===== src/rtl/gb_cpu_bus_ctrl.sv =====
// rtl/gb_cpu_bus_ctrl.sv - CPU memory-bus cycle controller (T1..T4 with T3 wait states and timeout)
// Shared regfile byte-register encoding; only IR/TMP_L/TMP_H are legal read destinations here.
package gb_cpu_bus_pkg;
    typedef enum logic [3:0] {
        REG_IR, REG_TMP_L, REG_TMP_H, REG_A, REG_F, REG_B, REG_C, REG_D,
        REG_E, REG_H, REG_L, REG_SP_L, REG_SP_H, REG_PC_L, REG_PC_H, REG_NONE
    } regfile_r8_t;
endpackage

module gb_cpu_bus_ctrl
    import gb_cpu_bus_pkg::*;
#(
    parameter int unsigned MAX_WAIT = 15
) (
    input  logic        clk,
    input  logic        reset,
    input  logic        req_valid,
    input  logic        req_write,
    input  logic [15:0] req_addr,
    input  logic [7:0]  req_wdata,
    input  regfile_r8_t req_dest,
    output logic        req_ready,
    output logic [15:0] mem_addr,
    output logic [7:0]  mem_wdata,
    output logic        mem_rd,
    output logic        mem_wr,
    input  logic [7:0]  mem_rdata,
    input  logic        mem_ready,
    output regfile_r8_t data_bus_req,
    output logic [7:0]  data_bus_data,
    output logic        data_bus_wren,
    output logic        mcycle_done,
    output logic        bus_err
);

    typedef enum logic [2:0] {S_IDLE, S_T1, S_T2, S_T3, S_T4} state_t;

    localparam logic [3:0] MAX_WAIT_C = 4'(MAX_WAIT);

    state_t      state_q, state_d;
    logic [3:0]  wait_q, wait_d;
    logic        write_q, write_d;
    regfile_r8_t dest_q, dest_d;
    logic [15:0] mem_addr_q, mem_addr_d;
    logic [7:0]  mem_wdata_q, mem_wdata_d;
    logic [7:0]  rdata_q, rdata_d;
    logic        mem_rd_q, mem_rd_d;
    logic        mem_wr_q, mem_wr_d;
    logic        wren_q, wren_d;
    logic        done_q, done_d;
    logic        err_q, err_d;
    logic        ready_q, ready_d;
    logic        accept;
    logic        dest_legal;

    assign accept     = req_valid && ready_q;
    assign dest_legal = (dest_q == REG_IR) || (dest_q == REG_TMP_L) || (dest_q == REG_TMP_H);

    always_comb begin
        state_d     = state_q;
        wait_d      = wait_q;
        write_d     = write_q;
        dest_d      = dest_q;
        mem_addr_d  = mem_addr_q;
        mem_wdata_d = mem_wdata_q;
        rdata_d     = rdata_q;
        mem_rd_d    = 1'b0;
        mem_wr_d    = 1'b0;
        wren_d      = 1'b0;
        done_d      = 1'b0;
        err_d       = 1'b0;

        case (state_q)
            S_IDLE, S_T4: begin
                if (accept) begin
                    state_d     = S_T1;
                    wait_d      = 4'd0;
                    write_d     = req_write;
                    dest_d      = req_dest;
                    mem_addr_d  = req_addr;
                    mem_wdata_d = req_wdata;
                end else begin
                    state_d = S_IDLE;
                end
            end
            S_T1: begin
                state_d  = S_T2;
                mem_rd_d = !write_q;
                mem_wr_d = write_q;
            end
            S_T2: begin
                state_d  = S_T3;
                mem_rd_d = !write_q;
                mem_wr_d = write_q;
            end
            S_T3: begin
                if (mem_ready) begin
                    state_d = S_T4;
                    done_d  = 1'b1;
                    if (!write_q) begin
                        rdata_d = mem_rdata;
                        wren_d  = dest_legal;
                        err_d   = !dest_legal;
                    end
                end else if (wait_q == MAX_WAIT_C) begin
                    // Timed out: drop the cycle without completing it.
                    state_d = S_IDLE;
                    err_d   = 1'b1;
                end else begin
                    wait_d   = wait_q + 4'd1;
                    mem_rd_d = !write_q;
                    mem_wr_d = write_q;
                end
            end
            default: state_d = S_IDLE;
        endcase

        ready_d = (state_d == S_IDLE) || (state_d == S_T4);
    end

    always_ff @(posedge clk) begin
        if (reset) begin
            state_q     <= S_IDLE;
            wait_q      <= 4'd0;
            write_q     <= 1'b0;
            dest_q      <= REG_IR;
            mem_addr_q  <= 16'h0000;
            mem_wdata_q <= 8'h00;
            rdata_q     <= 8'h00;
            mem_rd_q    <= 1'b0;
            mem_wr_q    <= 1'b0;
            wren_q      <= 1'b0;
            done_q      <= 1'b0;
            err_q       <= 1'b0;
            ready_q     <= 1'b1;
        end else begin
            state_q     <= state_d;
            wait_q      <= wait_d;
            write_q     <= write_d;
            dest_q      <= dest_d;
            mem_addr_q  <= mem_addr_d;
            mem_wdata_q <= mem_wdata_d;
            rdata_q     <= rdata_d;
            mem_rd_q    <= mem_rd_d;
            mem_wr_q    <= mem_wr_d;
            wren_q      <= wren_d;
            done_q      <= done_d;
            err_q       <= err_d;
            ready_q     <= ready_d;
        end
    end

    assign req_ready     = ready_q;
    assign mem_addr      = mem_addr_q;
    assign mem_wdata     = mem_wdata_q;
    assign mem_rd        = mem_rd_q;
    assign mem_wr        = mem_wr_q;
    assign data_bus_req  = dest_q;
    assign data_bus_data = rdata_q;
    assign data_bus_wren = wren_q;
    assign mcycle_done   = done_q;
    assign bus_err       = err_q;

endmodule


===== config.mk =====
export PLATFORM = sky130hd
export DESIGN_NAME = gb_cpu_bus_ctrl
export DESIGN_NICKNAME = d
export VERILOG_FILES = /design/src/rtl/gb_cpu_bus_ctrl.sv
export SDC_FILE = /design/constraint.sdc
export NUM_CORES = 1
export LEC_CHECK = 0
export CORE_MARGIN = 2
export CORE_UTILIZATION = 40
export DETAILED_ROUTE_END_ITERATION = 6
export DONT_BUFFER_PORTS = 1
export SLEW_MARGIN = 15
export SYNTH_ARGS = -nofsm -noshare
export SYNTH_HDL_FRONTEND = slang
export SYNTH_SLANG_ARGS = --single-unit
export TNS_END_PERCENT = 50

===== constraint.sdc =====
create_clock -name clk -period 1.6 [get_ports clk]
set_input_delay 0.24 -clock clk [delete_from_list [all_inputs] [get_ports clk]]
set_output_delay 0.24 -clock clk [all_outputs]
set_load 0.005 [all_outputs]

# --- Word level (Yosys, flattened, before mapping) ---
# Index checks and enable logic that the tools add are counted.
word_totals:
  output_inout_bits: 42
  inputBits: 41
  register_bits: 50
op_classes:
  n_reduce_logical: 17
  addsub: 1
  n_mux: 18
  n_eq_ne: 11
  bitwise: 3
ops:
  columns: ["cell", "count"]
  rows:
  - ["4-bit two-way mux", 3]
  - ["3-bit one-hot mux with 4 select lines", 1]
  - ["1-bit two-way mux", 9]
  - ["4-bit one-hot mux with 2 select lines", 1]
  - ["3-bit by 2-bit == test with 1-bit output, second input constant", 2]
  - ["3-bit == test, second input constant", 2]
  - ["3-bit logical NOT", 2]
  - ["3-bit two-way mux", 2]
  - ["2-bit != test, second input constant", 3]
  - ["2-bit OR reduction", 3]
  - ["4-bit by 1-bit adder with 4-bit output, second input constant", 1]
  - ["4-bit by 1-bit == test with 1-bit output, second input constant", 1]
  - ["4-bit by 2-bit == test with 1-bit output, second input constant", 1]
  - ["4-bit == test, second input constant", 1]
  - ["4-bit logical NOT", 1]
  - ["1-bit one-hot mux with 2 select lines", 2]
  - ["4-bit AND reduction", 1]
  - ["4-bit OR reduction", 1]
  - ["3-bit by 1-bit == test with 1-bit output, second input constant", 1]
  - ["1-bit logical OR", 3]
  - ["1-bit NOT", 3]
  - ["3-bit AND reduction", 1]
  - ["1-bit logical NOT", 2]
  - ["2-bit AND reduction", 1]
  - ["other kinds (2)", 2]

# --- Depth between registers and ports, before layout ---
# Gate-level depths: netlist of run 1.
depth:
  word_depth: 6
  mapped_depth: 5
  depth_no_buf: 4

# --- Least setup slack after synthesis of run 1 ---
# Ideal clock, no wire load.
synth_timing:
  path_type: "register to register"
  from: "register wait_q[0]"
  to: "register mem_wr_q (netlist: mem_wr)"
  path_slack_ns: 0.285
  n_path_buf: 0
  path_stages_with_launch: 5
  arrival_ns: 1.256
  cell_sequence: "dfxtp_1 > ha_1 > a31o_2 > a311oi_2 > and2_1"
synth_between:
  elab_chain_len: 4
synth_lines:
  columns: ["item", "line_no", "rtl"]
  rows:
  - ["from (decl)", "41", "logic [3:0] wait_q, wait_d;"]
  - ["from (signal assigned)", "138", "wait_q <= wait_d;"]
  - ["4-bit == test", "105", "end else if (wait_q == MAX_WAIT_C) begin"]
  - ["1-bit two-way mux", "105", null]
  - ["1-bit two-way mux", "97", "if (mem_ready) begin"]
  - ["1-bit one-hot mux with 2 select lines", "73", "case (state_q)"]
  - ["to (signal assigned)", "145", "mem_wr_q <= mem_wr_d;"]
  - ["to (decl)", "48", "logic mem_wr_q, mem_wr_d;"]
# No other way between the ends.
# A chain may end at the register's enable or synchronous reset.

# --- Worst setup path in the final report of run 1 ---
# Same ends and word-level chain as after synthesis.

==> impl_results.md, run 1 <==
- Most instantiated library cell after synthesis: nand2_1
- Filler Cell Count: 482
- Site Rows: 25
- Main area contributors after synthesis: dfxtp_1 (51%), nand2_1 (12%), a21oi_1 (10%)
- Post-synth top cells: nand2_1 (60), dfxtp_1 (50), a21oi_1 (40)
- Max rail drop VDD: about 560 uV
- Worst slew pin tran: 458.2 ps
- Vias per Instance: roughly 5.3
- Register area share after synthesis: 0.5128
- IO Pins: just over 80
- CTS buffer count: 5
- RSZ-0062 raised after global routing: no
- Asr flop ratio synth: 0
- Status: finished, final reports clean
- Die ar.: 5455 um^2
- Worst Path Arrival: between 1500 and 2000 ps
- Multi-input logic area: ~850 um^2
- Die H: about 74 um
- Synth Cell Area: 1952 um^2
- Leakage: ~0.80 nW
- Core area: roughly 4700 um^2
- Diodes inserted: 0
- Register area: 1001 um^2
- Final count of negative-setup-slack endpoints: 0
- Rel. slew slack: 0.6928
- Die Wd: 73.86 um
- FF+latch count, synth: 50
- GR Util All Layers: 0.1689
- Cell taking the most area after synthesis: dfxtp_1
- Antenna violations before repair: 0
- Fmax: 678.0 MHz
- Net count after synthesis: 264
- Crit Path Max Fanout: 6
- Min-Delay Path Class: in -> reg
- MaxCap Viol Count: 0
- Final Critical Period: 1475 ps
- Clock root cell: clkbuf_8
- First-pass GRT wire length: 6913 um
- CTS H-Tree Depth: 2
- Design area: ~2200 um^2
- Largest net degree at the start of global routing: 40
- CTS Buffer Depth: 2
- Final ANT Viol Nets: 0
- Setup TNS: 0 ps
- GRT overflow: 0
- Share of the synthesized area in the top cell type: 0.5128
- Vias in the first global route: 1460
- Post-synth top flop: dfxtp_1
- Fin. max-slew vios: 0
- Tcrit/Tclk final: 0.9218
- Setup crit end kind: flop
- Nets@finish: 268
- CTS Sinks: 50
- EDFF count, synth: 0
- Worst-Skew Late Latency: 310 ps
- First drt pass iteration count: 4
- CTS resizes: 0
- Dpl cell area: 2028 um^2
- Ys Warns: 0
- Final hold violation count: 0
- WP data required: 1850 ps
- Clock transition at path regs: 100 ps
- DRC: 0
- Share of layout cells above drive strength 1: 0.1233
- Gpl congestion: 0.7986
- Vias: 1565
- WS Path Type: reg -> reg
- CP Launch Type: flop
- Initial core utilization: 0.4132
- DR iter-0 viols: 36
- Post-Syn Area per Cell: 8.792 um^2
- CTS tree: done
- Fin Clk Skew: 11.55 ps
- Netlist cell types: 43
- Routed WL per cell: 15.67 um
- Post-synthesis cell count: between 200 and 250
- Power density cells: 1259 nW/um^2
- Post-DP HPWL: 3200 um
- Post-CTS setup buffer count: 0
- Area grow syn2layout: 12.18%
- Port bufs: 0
- DRT Wirelength: 4607 um
path summary, 6_finish.rpt:
check        cells past startpoint                       end  slack [ps]                     start
max                              4         mem_wr$_SDFF_PP0_         130    wait_q[0]$_SDFFE_PP0P_
min                              2      req_ready$_SDFF_PP1_          50                     reset
max reg2reg                      4         mem_wr$_SDFF_PP0_         130    wait_q[0]$_SDFFE_PP0P_
min reg2reg                      2  mem_addr[9]$_SDFFE_PP0N_         480  mem_addr[9]$_SDFFE_PP0N_
placed cells by master (no fill, tap or decap), types with 2 or more instances in the layout:
cell | netlist | routed
a311oi_1 | 2 | 2
buf_12 | 0 | 2
dfxtp_1 | 50 | 50
nor2b_1 | 2 | 2
nand3_1 | 11 | 11
clkbuf_8 | 0 | 6
nand2b_1 | 2 | 2
nor3_1 | 2 | 2
buf_4 | 4 | 9
o21ai_0 | 8 | 8
dlygate4sd3_1 | 0 | 2
a21oi_1 | 40 | 40
nand2_1 | 60 | 60
a31oi_1 | 2 | 2
critical path, cell delays in order, from the launching register on:
cell      delay [ps]
dfxtp_1          360
ha_1             280
a31o_2           300
a311oi_2         320
and2_1           170
routing by layer:
layer / global-route usage / share of wire
met4: 0.05455 / 0.012
met2: 0.2639 / 0.46
met3: 0.06722 / 0.092
met5: 0 / 0
met1: 0.2125 / 0.44
layout make-up:
class                   instances  area share
clock buffers                   6     0.03771
inverters                       1    0.001714
well taps                      67     0.03829
flip-flops and latches         50      0.4571
clock inverters                 2     0.01771
repair buffers                 13     0.05829
multi-input cells             155      0.3891
cells by family after synthesis:
logic type	count (synthesis)	share of synthesized area
and+or+nand+nor	90	0.2237
AOI/OAI and AO/OA	64	0.2064
adders and majority gates	1	0.006409
buffers and inverters	17	0.05063
DFF	50	0.5128
timing repair:
| action | in CTS | in global routing |
|---|---|---|
| hold endpoints to repair | 39 | 3 |
| setup endpoints to repair | 0 | 0 |
| hold buffers | 2 | 1 |
report_power, final:
part | total, W | switching [W] | leakage, nW | internal [W]
clock network | 0.000941 | 0.000427 | 0.0618 | 0.000515
logic | 0.000404 | 0.000241 | 0.333 | 0.000163
registers | 0.00141 | 0.0000713 | 0.407 | 0.00134
total | 0.00276 | 0.000739 | 0.802 | 0.00202
registers in the layout, indices dropped and copies added (netlist names):
register       flops
req_ready          1
mem_wdata          8
bus_err            1
data_bus_data      8
mem_rd             1
mem_wr             1
mcycle_done        1
state_q            3
data_bus_req       4
mem_addr          16
wait_q             4
write_q            1
data_bus_wren      1
metrics by stage:
stage | power (W) | setup WS, ps | cells | util | hold slack, ps
finish | 0.002757 | 125.1 | 294 | 0.4636 | 48.65
global route | 0.002905 | 34.25 | 294 | 0.4636 | 43.53
CTS | 0.002786 | 108.6 | 293 | 0.4615 | 1.171
detailed placement | 0.001826 | 161.8 | 283 | 0.4294 | 320.2
global placement | 0.001819 | 185.7 | 283 | 0.4294 | 318.4
floorplan | 0.001733 | 285.1 | 222 | - | 321.1
No activity file was read; power rests on OpenSTA's default activity.
==> inputs of run 2 (changes only) <==
--- a/config.mk
+++ b/config.mk
@@ -6,9 +6,10 @@
 export NUM_CORES = 1
 export LEC_CHECK = 0
 export CORE_MARGIN = 2
-export CORE_UTILIZATION = 40
+export CORE_UTILIZATION = 61
 export DETAILED_ROUTE_END_ITERATION = 6
 export DONT_BUFFER_PORTS = 1
+export PLACE_DENSITY = 0.77
 export SLEW_MARGIN = 15
 export SYNTH_ARGS = -nofsm -noshare
 export SYNTH_HDL_FRONTEND = slang
==> run 2 against run 1 <==
  * Sequential power barely moved
  * Hold slack got worse by 48 ps
  * Combinational power rose by 6.9%
  * Register-to-register slack barely moved
  * Cell count rose by 1.0%
  * Final area rose by 8.1%
  * Clock power fell by 35%
  * Critical path depth did not move
  * Die area fell by 33%
  * First-iteration DRC count rose to 5.2 times the previous value
  * Core utilization rose by 31 points
  * Critical path type unchanged
  * Highest routed layer unchanged
==> impl_results.md, run 2 (synthesis results as in run 1) <==
- Power density cells: 1045 nW/um^2 (-17%)
- Die H: 60.57 um (-18%)
- Clock transition at path regs: 130 ps (+30 ps)
- CTS H-Tree Depth: 2 (unchanged)
- WS Path Type: reg -> reg
- Final Critical Period: 1473 ps (-1.752 ps)
- Commonest non-fill, non-tap cell in the layout: nand2_1
- CTS buffer count: 5 (unchanged)
- Rel. slew slack: 0.7796 (+0.08676)
- WP data required: 1920 ps (+70 ps)
- Total power: 0.002471 W (-10%)
- Final ANT Viol Nets: 0 (unchanged)
- Site Rows: 20 (-20%)
- GR Util All Layers: 0.2874 (+0.1185)
- Routed WL per cell: 17.23 um (+9.9%)
- DRC: 0 (unchanged)
- GRT overflow: 0 (unchanged)
- Crit path to: mem_wr$_SDFF_PP0_
- Fin. max-slew vios: 0 (unchanged)
- CTS Sinks: 50 (unchanged)
- CTS tree: done
- Crit. Startpoint: wait_q[0]$_SDFFE_PP0P_
- Die Wd: 60.57 um (-18%)
- Gpl congestion: 0.8244 (+3.2%)
- Area grow syn2layout: 21.22%
- Critical Path, Cell by Cell: ha_1 -> a31o_2 -> a311oi_2 -> and2_1
- Final Non-Filler Cells: 297 (+1.0%)
- CP Launch Type: flop
- Commonest cells after routing, fill and taps aside: nand2_1 (60), dfxtp_1 (50), a21oi_1 (40)
- Final hold violation count: 0 (unchanged)
- Diodes inserted: 0 (unchanged)
- Worst-Skew Late Latency: 370 ps (+60 ps)
- Max reg flops: 16 (unchanged)
- Nets@finish: 294 (+9.7%)
- Final count of negative-setup-slack endpoints: 0 (unchanged)
- Fmax: 678.8 MHz (+0.12%)
- Tcrit/Tclk final: 0.9207 (-0.001095)
- Min-Delay Path Class: in -> reg
- R2R Setup Slk: 130 ps (about the same)
- R2R Path Start: wait_q[0]$_SDFFE_PP0P_
- Critical path's slowest cell: dfxtp_1
- Worst Path Arrival: 1790 ps (+70 ps)
- IO Pins: 83 (unchanged)
- Fin Clk Skew: 11.21 ps (-0.3487 ps)
- RR Endpoint: mem_wr$_SDFF_PP0_
- Worst slew pin tran: 330.6 ps (-127.5 ps)
- Crit Path Max Fanout: 6 (unchanged)
- Clock root cell: clkbuf_4
- Pre-CTS setup slack: 39.49 ps (-122.3 ps)
- Setup crit end kind: flop
- Status: finished, final reports clean
- First drt pass iteration count: 4 (unchanged)
- Largest net degree at the start of global routing: 47 (+18%)
- Setup TNS: 0 ps (unchanged)
- Leakage: 0.8753 nW (+9.2%)
- Core area: 3053 um^2 (-35%)
- CTS Buffer Depth: 2 (unchanged)
- Worst setup margin: 126.9 ps (+1.752 ps)
- Vias per Instance: 5.822 (+9.4%)
- Vias: 1729 (+10%)
- R2R depth: 4 (unchanged)
- Die ar.: 3668 um^2 (-33%)
- DRT Wirelength: 5117 um (+11%)
- Vias in the first global route: 1601 (+9.7%)
- Slowest stage delay, CP: 380 ps (+20 ps)
- Dpl cells: 256 (-9.5%)
- RSZ-0062 raised after global routing: no
- DR iter-0 viols: 187 (+420%)
- Initial core utilization: 0.6393 (+0.2261)
- Port bufs: 0 (unchanged)
- Max rail drop VDD: 761.4 uV (+36%)
- Antenna violations before repair: 0 (unchanged)
- Post-DP HPWL: 3133 um (-2.1%)
- MaxCap Viol Count: 0 (unchanged)
- First-pass GRT wire length: 7576 um (+9.6%)
- Share of layout cells above drive strength 1: 0.09881 (-0.02453)
-- run 2: where the power goes --
group          internal (W)  total [W]  switching (W)
registers           0.00134    0.00143      0.0000907
logic              0.000186   0.000432       0.000246
clock network      0.000212   0.000607       0.000395
total               0.00174    0.00247       0.000732
-- run 2: through the flow --
step                      hold slack, ps  instance area, um^2    util
after floorplan                    321.1                 1952       -
final                             0.6180                 2366  0.7750
after global routing               7.610                 2366  0.7750
after global placement             313.1                 1957  0.6410
after detailed placement           316.4                 1957  0.6410
after CTS                         0.4667                 2341  0.7668
-- run 2: layout make-up --
| class | instances | area, um^2 |
|---|---|---|
| Timing Repair Buffer | 39 | 385.4 |
| Fill cell | 203 | 686.9 |
| Multi-Input combinational cell | 155 | 857.1 |
| Inverter | 1 | 3.754 |
| Clock buffer | 6 | 51.30 |
| Tap cell | 44 | 55.05 |
| Sequential cell | 50 | 1001 |
| Clock inverter | 2 | 12.51 |
-- run 2: how the worst min path moves through the flow --
stage	start	end	slack, ps	cells past startpoint
floorplan	reset	state_q[2]$_SDFF_PP0_	320	1
global placement	reset	mem_addr[10]$_SDFFE_PP0N_	310	1
detailed placement	reset	wait_q[0]$_SDFFE_PP0P_	320	1
CTS	mem_rdata[1]	data_bus_data[1]$_SDFFE_PP0P_	0.5	2
global route	mem_rdata[1]	data_bus_data[1]$_SDFFE_PP0P_	8	2
finish	req_addr[6]	mem_addr[6]$_SDFFE_PP0N_	0.6	2
-- run 2: routing by layer --
metal / up-vias / share of wire / GRT usage
li1: 828 / - / -
met1: 810 / 0.39 / 0.3405
met2: 81 / 0.50 / 0.4654
met3: 10 / 0.092 / 0.1087
met4: 0 / 0.017 / 0.1273
met5: - / 0 / 0
-- run 2: timing repair --
action                                 in CTS  in global routing
gates resized for setup                     0                  1
endpoints found under the hold margin      46                  2
setup endpoints to repair                   0                  2
hold buffers                               31                  2
buffers inserted                            0                  0
-- run 2: worst max-delay path: cells and delay by family (launching register included) --
family,cells,cell delay [ps]
fa+ha+maj,1,280
compound gates,2,610
simple gates,1,160
flops,1,380
==> inputs of run 3 (changes only) <==
--- a/config.mk
+++ b/config.mk
@@ -5,11 +5,13 @@
 export SDC_FILE = /design/constraint.sdc
 export NUM_CORES = 1
 export LEC_CHECK = 0
+export CAP_MARGIN = 0
 export CORE_MARGIN = 2
 export CORE_UTILIZATION = 61
 export DETAILED_ROUTE_END_ITERATION = 6
 export DONT_BUFFER_PORTS = 1
 export PLACE_DENSITY = 0.77
+export REMOVE_ABC_BUFFERS = 1
 export SLEW_MARGIN = 15
 export SYNTH_ARGS = -nofsm -noshare
 export SYNTH_HDL_FRONTEND = slang
==> run 3 against run 2 <==
  * Critical path depth is 1 lower
  * Clock-buffer cell count is 1 higher
  * Clock skew is 0.76 ps higher
  * Power is 2.1% lower
  * Sequential power hardly changed
  * Critical endpoint is now wait_q[1]$_SDFFE_PP0P_
==> impl_results.md, run 3 (synthesis results as in run 1) <==
- R2R Path Start: state_q[0]$_SDFF_PP0_
- Commonest cells after routing, fill and taps aside: nand2_1 (60), dfxtp_1 (50), a21oi_1 (40)
- Int Power: 0.001722 W (-0.98%)
- WS Path Type: reg -> reg
- Clock share of power: 0.245 (about the same)
- Fmax: 683.8 MHz (+0.74%)
- MaxCap Viol Count: 0 (unchanged)
- First drt pass iteration count: 4 (unchanged)
- Setup crit end kind: flop
- First-pass GRT wire length: 7038 um (-7.1%)
- NetSw: 0.0006969 W (-4.8%)
- Diodes inserted: 0 (unchanged)
- End-of-flow core utilization: 0.7467 (-0.02828)
- Critical Path, Cell by Cell: and3b_2 -> a21oi_1 -> a221o_1
- Port bufs: 0 (unchanged)
- Worst Path Arrival: 1740 ps (-50 ps)
- Min-Delay Path Class: in -> reg
- Gpl congestion: 0.9179 (+11%)
- Filler Cell Count: 223 (+9.9%)
- CTS buffer count: 5 (unchanged)
- Vias per Instance: 5.716 (-1.8%)
- Hold Crit Start: req_addr[0]
- Area grow syn2layout: 16.80%
- CP Launch Type: flop
- CTS H-Tree Depth: 2 (unchanged)
- Rel. slew slack: 0.7940 (+0.01447)
- Clock transition at path regs: 140 ps (about the same)
- CTS Buffer Depth: 2 (unchanged)
- Fin. max-slew vios: 0 (unchanged)
- CTS Sinks: 50 (unchanged)
- GR Util All Layers: 0.2602 (-0.02723)
- Final count of negative-setup-slack endpoints: 0 (unchanged)
- Largest net degree at the start of global routing: 47 (unchanged)
- Clock root cell: clkbuf_4
- Crit. Startpoint: state_q[0]$_SDFF_PP0_
- DR iter-0 viols: 91 (-51%)
- Worst slew pin tran: 308.5 ps (-22.13 ps)
- Site Rows: 20 (unchanged)
- Routed WL per cell: 15.84 um (-8.1%)
- Post-DP HPWL: 3005 um (-4.1%)
- WP data required: 1880 ps (-40 ps)
- Leakage: 0.8409 nW (-3.9%)
- Nets@finish: 286 (-2.7%)
- Vias in the first global route: 1626 (+1.6%)
- Initial core utilization: 0.6393 (unchanged)
- Max reg flops: 16 (unchanged)
- Commonest non-fill, non-tap cell in the layout: nand2_1
- Antenna violations before repair: 0 (unchanged)
- Fin Clk Skew: 11.97 ps (+0.7595 ps)
- Sw frac: 0.2881 (-0.008158)
- Status: finished, final reports clean
- Max rail drop VDD: 699.8 uV (-8.1%)
- Sequential Power Share: 0.592 (+0.012)
- Power density cells: 1061 nW/um^2 (+1.6%)
- Vias: 1652 (-4.5%)
- Die H: 60.57 um (unchanged)
- DRT Wirelength: 4577 um (-11%)
- Total power: 0.002419 W (-2.1%)
- Tcrit/Tclk final: 0.9140 (-0.006746)
- CTS tree: done
- Core area: 3053 um^2 (unchanged)
- Die ar.: 3668 um^2 (unchanged)
- Post-CTS setup buffer count: 0 (unchanged)
- Worst-Skew Late Latency: 370 ps (about the same)
- Final hold violation count: 0 (unchanged)
- Final Critical Period: 1462 ps (-10.79 ps)
- Slowest stage delay, CP: 520 ps (+140 ps)
- Critical path's slowest cell: dfxtp_1
- Final ANT Viol Nets: 0 (unchanged)
- RSZ-0062 raised after global routing: no
- Comb pwr share: 0.163 (-0.012)
- Crit Path Max Fanout: 13 (+7)
- DRC: 0 (unchanged)
- Die Wd: 60.57 um (unchanged)
- Share of layout cells above drive strength 1: 0.08980 (-0.009018)
- IO Pins: 83 (unchanged)
- GRT overflow: 0 (unchanged)
-- run 3: changes by cell type in the layout (fill, tap and decap cells not counted), sizes merged --
cell,before,now
clkbuf,6,7
dlygate4sd3,32,25
buf,7,6
clkinvlp,1,0
-- run 3: final cells by class --
type | instances | area, um^2 | area share
clock buffer | 7 | 55.05 | 0.02415
clock inverter | 1 | 5.005 | 0.002195
inverter | 1 | 3.754 | 0.001647
multi-input combinational | 155 | 852.1 | 0.3738
sequential | 50 | 1001 | 0.4391
tap | 44 | 55.05 | 0.02415
timing repair buffer | 31 | 307.8 | 0.1350
-- run 3: what timing repair did --
| item | 4_1_cts | 5_1_grt |
|---|---|---|
| resized for setup | 0 | 0 |
| hold buffers | 24 | 2 |
| hold endpoints to repair | 46 | 2 |
-- run 3: routing by layer --
metal | vias to the layer above | track usage | wire (um)
met1 | 752 | 0.2809 | 1712
met4 | 0 | 0.1211 | 81
met2 | 80 | 0.4731 | 2402
li1 | 813 | - | -
met5 | - | 0 | 0
met3 | 7 | 0.06610 | 381
-- run 3: power groups by stage --
| stage | combinational, W | sequential [W] | clock, W |
|---|---|---|---|
| finish | 0.000395 | 0.00143 | 0.000592 |
| global route | 0.000444 | 0.00144 | 0.000645 |
| global placement | 0.000297 | 0.00145 | 0 |
| floorplan | 0.000229 | 0.00144 | 0 |
| CTS | 0.000387 | 0.00143 | 0.000592 |
| detailed placement | 0.000319 | 0.00146 | 0 |
-- run 3: metrics by stage --
| step | setup TNS, ps | std cells | setup slack [ps] | hold slack [ps] | cell area [um^2] |
|---|---|---|---|---|---|
| after floorplan | -5298 | 206 | -386.7 | 309.1 | 1857 |
| after global placement | 0 | 255 | 240.0 | 314.9 | 1949 |
| after detailed placement | 0 | 255 | 165.9 | 318.4 | 1949 |
| after CTS | 0 | 287 | 142.9 | 0.2137 | 2260 |
| after global routing | 0 | 289 | 63.30 | 0.2696 | 2280 |
| final | 0 | 289 | 137.6 | 2.751 | 2280 |
-- run 3: worst max-delay path: cells and delay by family (launching register included) --
family | cells | cell delay, ps
and+or+nand+nor | 1 | 410
DFF | 1 | 520
AOI/OAI and AO/OA | 2 | 430
-- run 3: final timing paths --
kind | endpoint | slack [ps] | cells past startpoint
min | mem_addr[0]$_SDFFE_PP0N_ | 3 | 2
max | wait_q[1]$_SDFFE_PP0P_ | 140 | 3
max reg2reg | wait_q[1]$_SDFFE_PP0P_ | 140 | 3
min reg2reg | mem_addr[2]$_SDFFE_PP0N_ | 480 | 2
==> patch (flow settings as in run 3) <==
Make the reset (`reset`) asynchronous in one clocked block.
--- a/src/rtl/gb_cpu_bus_ctrl.sv
+++ b/src/rtl/gb_cpu_bus_ctrl.sv
@@ -118,7 +118,7 @@
         ready_d = (state_d == S_IDLE) || (state_d == S_T4);
     end
 
-    always_ff @(posedge clk) begin
+    always_ff @(posedge clk or posedge reset) begin
         if (reset) begin
             state_q     <= S_IDLE;
             wait_q      <= 4'd0;
Check against the original RTL: differs if reset is asserted again (counterexample within 4 cycles, from zero or initial values and one cycle with reset high); with reset held inactive, the same outputs for 10 cycles.
==> patch against run 3 <==
Sequential cell count stayed put. Setup slack worse by 92 ps. Routed wire length increased by 4.8%. Final area increased by 14%. Sequential share of layout area rose by 4.5 points. Fmax shrank 5.9%. Count of clock-buffer cells in the layout shrank 1. Synthesized area increased by 2.9%. Critical path depth down 1. Critical endpoint is now data_bus_data[7]. Highest routed layer unchanged.
Power is not compared: it rests on default switching activity, and its combinational part moved more than twofold at a synthesized area within 25%.
==> patch: results <==
[run_status]
outcome = "completed"

[synthesis]
synth_common_cells = "90 x nand2_1, 49 x dfrtp_1, 8 x mux2_4, 7 x clkbuf_1, 3 x nand3_1"
synthArstFlopShare_pct = 100
synth_area_leaders = "dfrtp_1 61%, nand2_1 17%, mux2_4 6.0%"
ys.flop_type = "dfrtp_1"
yosysUniqueCellTypes = 33
ys_seq_area_share_pct = 62.3
netlist_instances = 192

[finish]
nNonClkBuffers = 49
sh_seq_area_pct = 48.4
clockBufferCount = 6
instances_no_fill = 284
drive_above_1_share_pct = 14.6
clk_share_pct = 3.14
multi_input_area_share_pct = 27.6

[grt]
gr-usage-all-layers_pct = 26.7
grt_max_degree = 32
use_met3_pct = 11.6
grt_pass1_wl_mm = 6.98
grtUsageMet2_pct = 45.7

[placed_design]
dp_hpwl_mm = 2.80
place_ws_ps = 27.1
gp_congestion = 0.850

[critical_path]
crit_family = "simple AND/OR/NAND/NOR gates"
cpMaxStageDelayCell = "or4b_4"
critPathMaxFanout = 9

[route]
drtIter0Drc = 79
avgViaCountPerCell = 5.50
met3WireLength_um = 410

[cts]
holdBufCountCts = 31
postCtsResizedCells = 1

[timing]
relSlewSlack_pct = 71.7
==> patch: logic make-up (layout without fill, tap and decap cells) <==
family | Yosys count | after routing | share of synthesized area (%)
flip-flops | 50 | 50 | 62.3
adder cells (fa/ha/maj) | 1 | 1 | 0.623
AO/OA/AOI/OAI | 12 | 12 | 4.42
multiplexers | 9 | 9 | 6.48
buffers and inverters | 10 | 58 | 2.24
AND/OR/NAND/NOR | 110 | 110 | 23.9
==> patch: path summary, 6_finish.rpt <==
check / slack (ps) / startpoint / end / cells after the start
max: 50 / write_q / data_bus_data[7] / 2
min: 100 / mem_ready / bus_err / 2
max reg2reg: 50 / write_q / data_bus_data[7] / 2
min reg2reg: 520 / mem_addr[12] / mem_addr[12] / 2
max in group asynchronous: 720 / reset / req_ready / 3
min in group asynchronous: 300 / reset / mem_addr[5] / 2
==> patch: where the power goes <==
group	internal (mW)	switching, mW	leakage (nW)
Sequential	1.83	0.475	0.626
Combinational	0.639	0.595	0.644
Clock	0.364	0.374	0.0443
Total	2.84	1.44	1.32
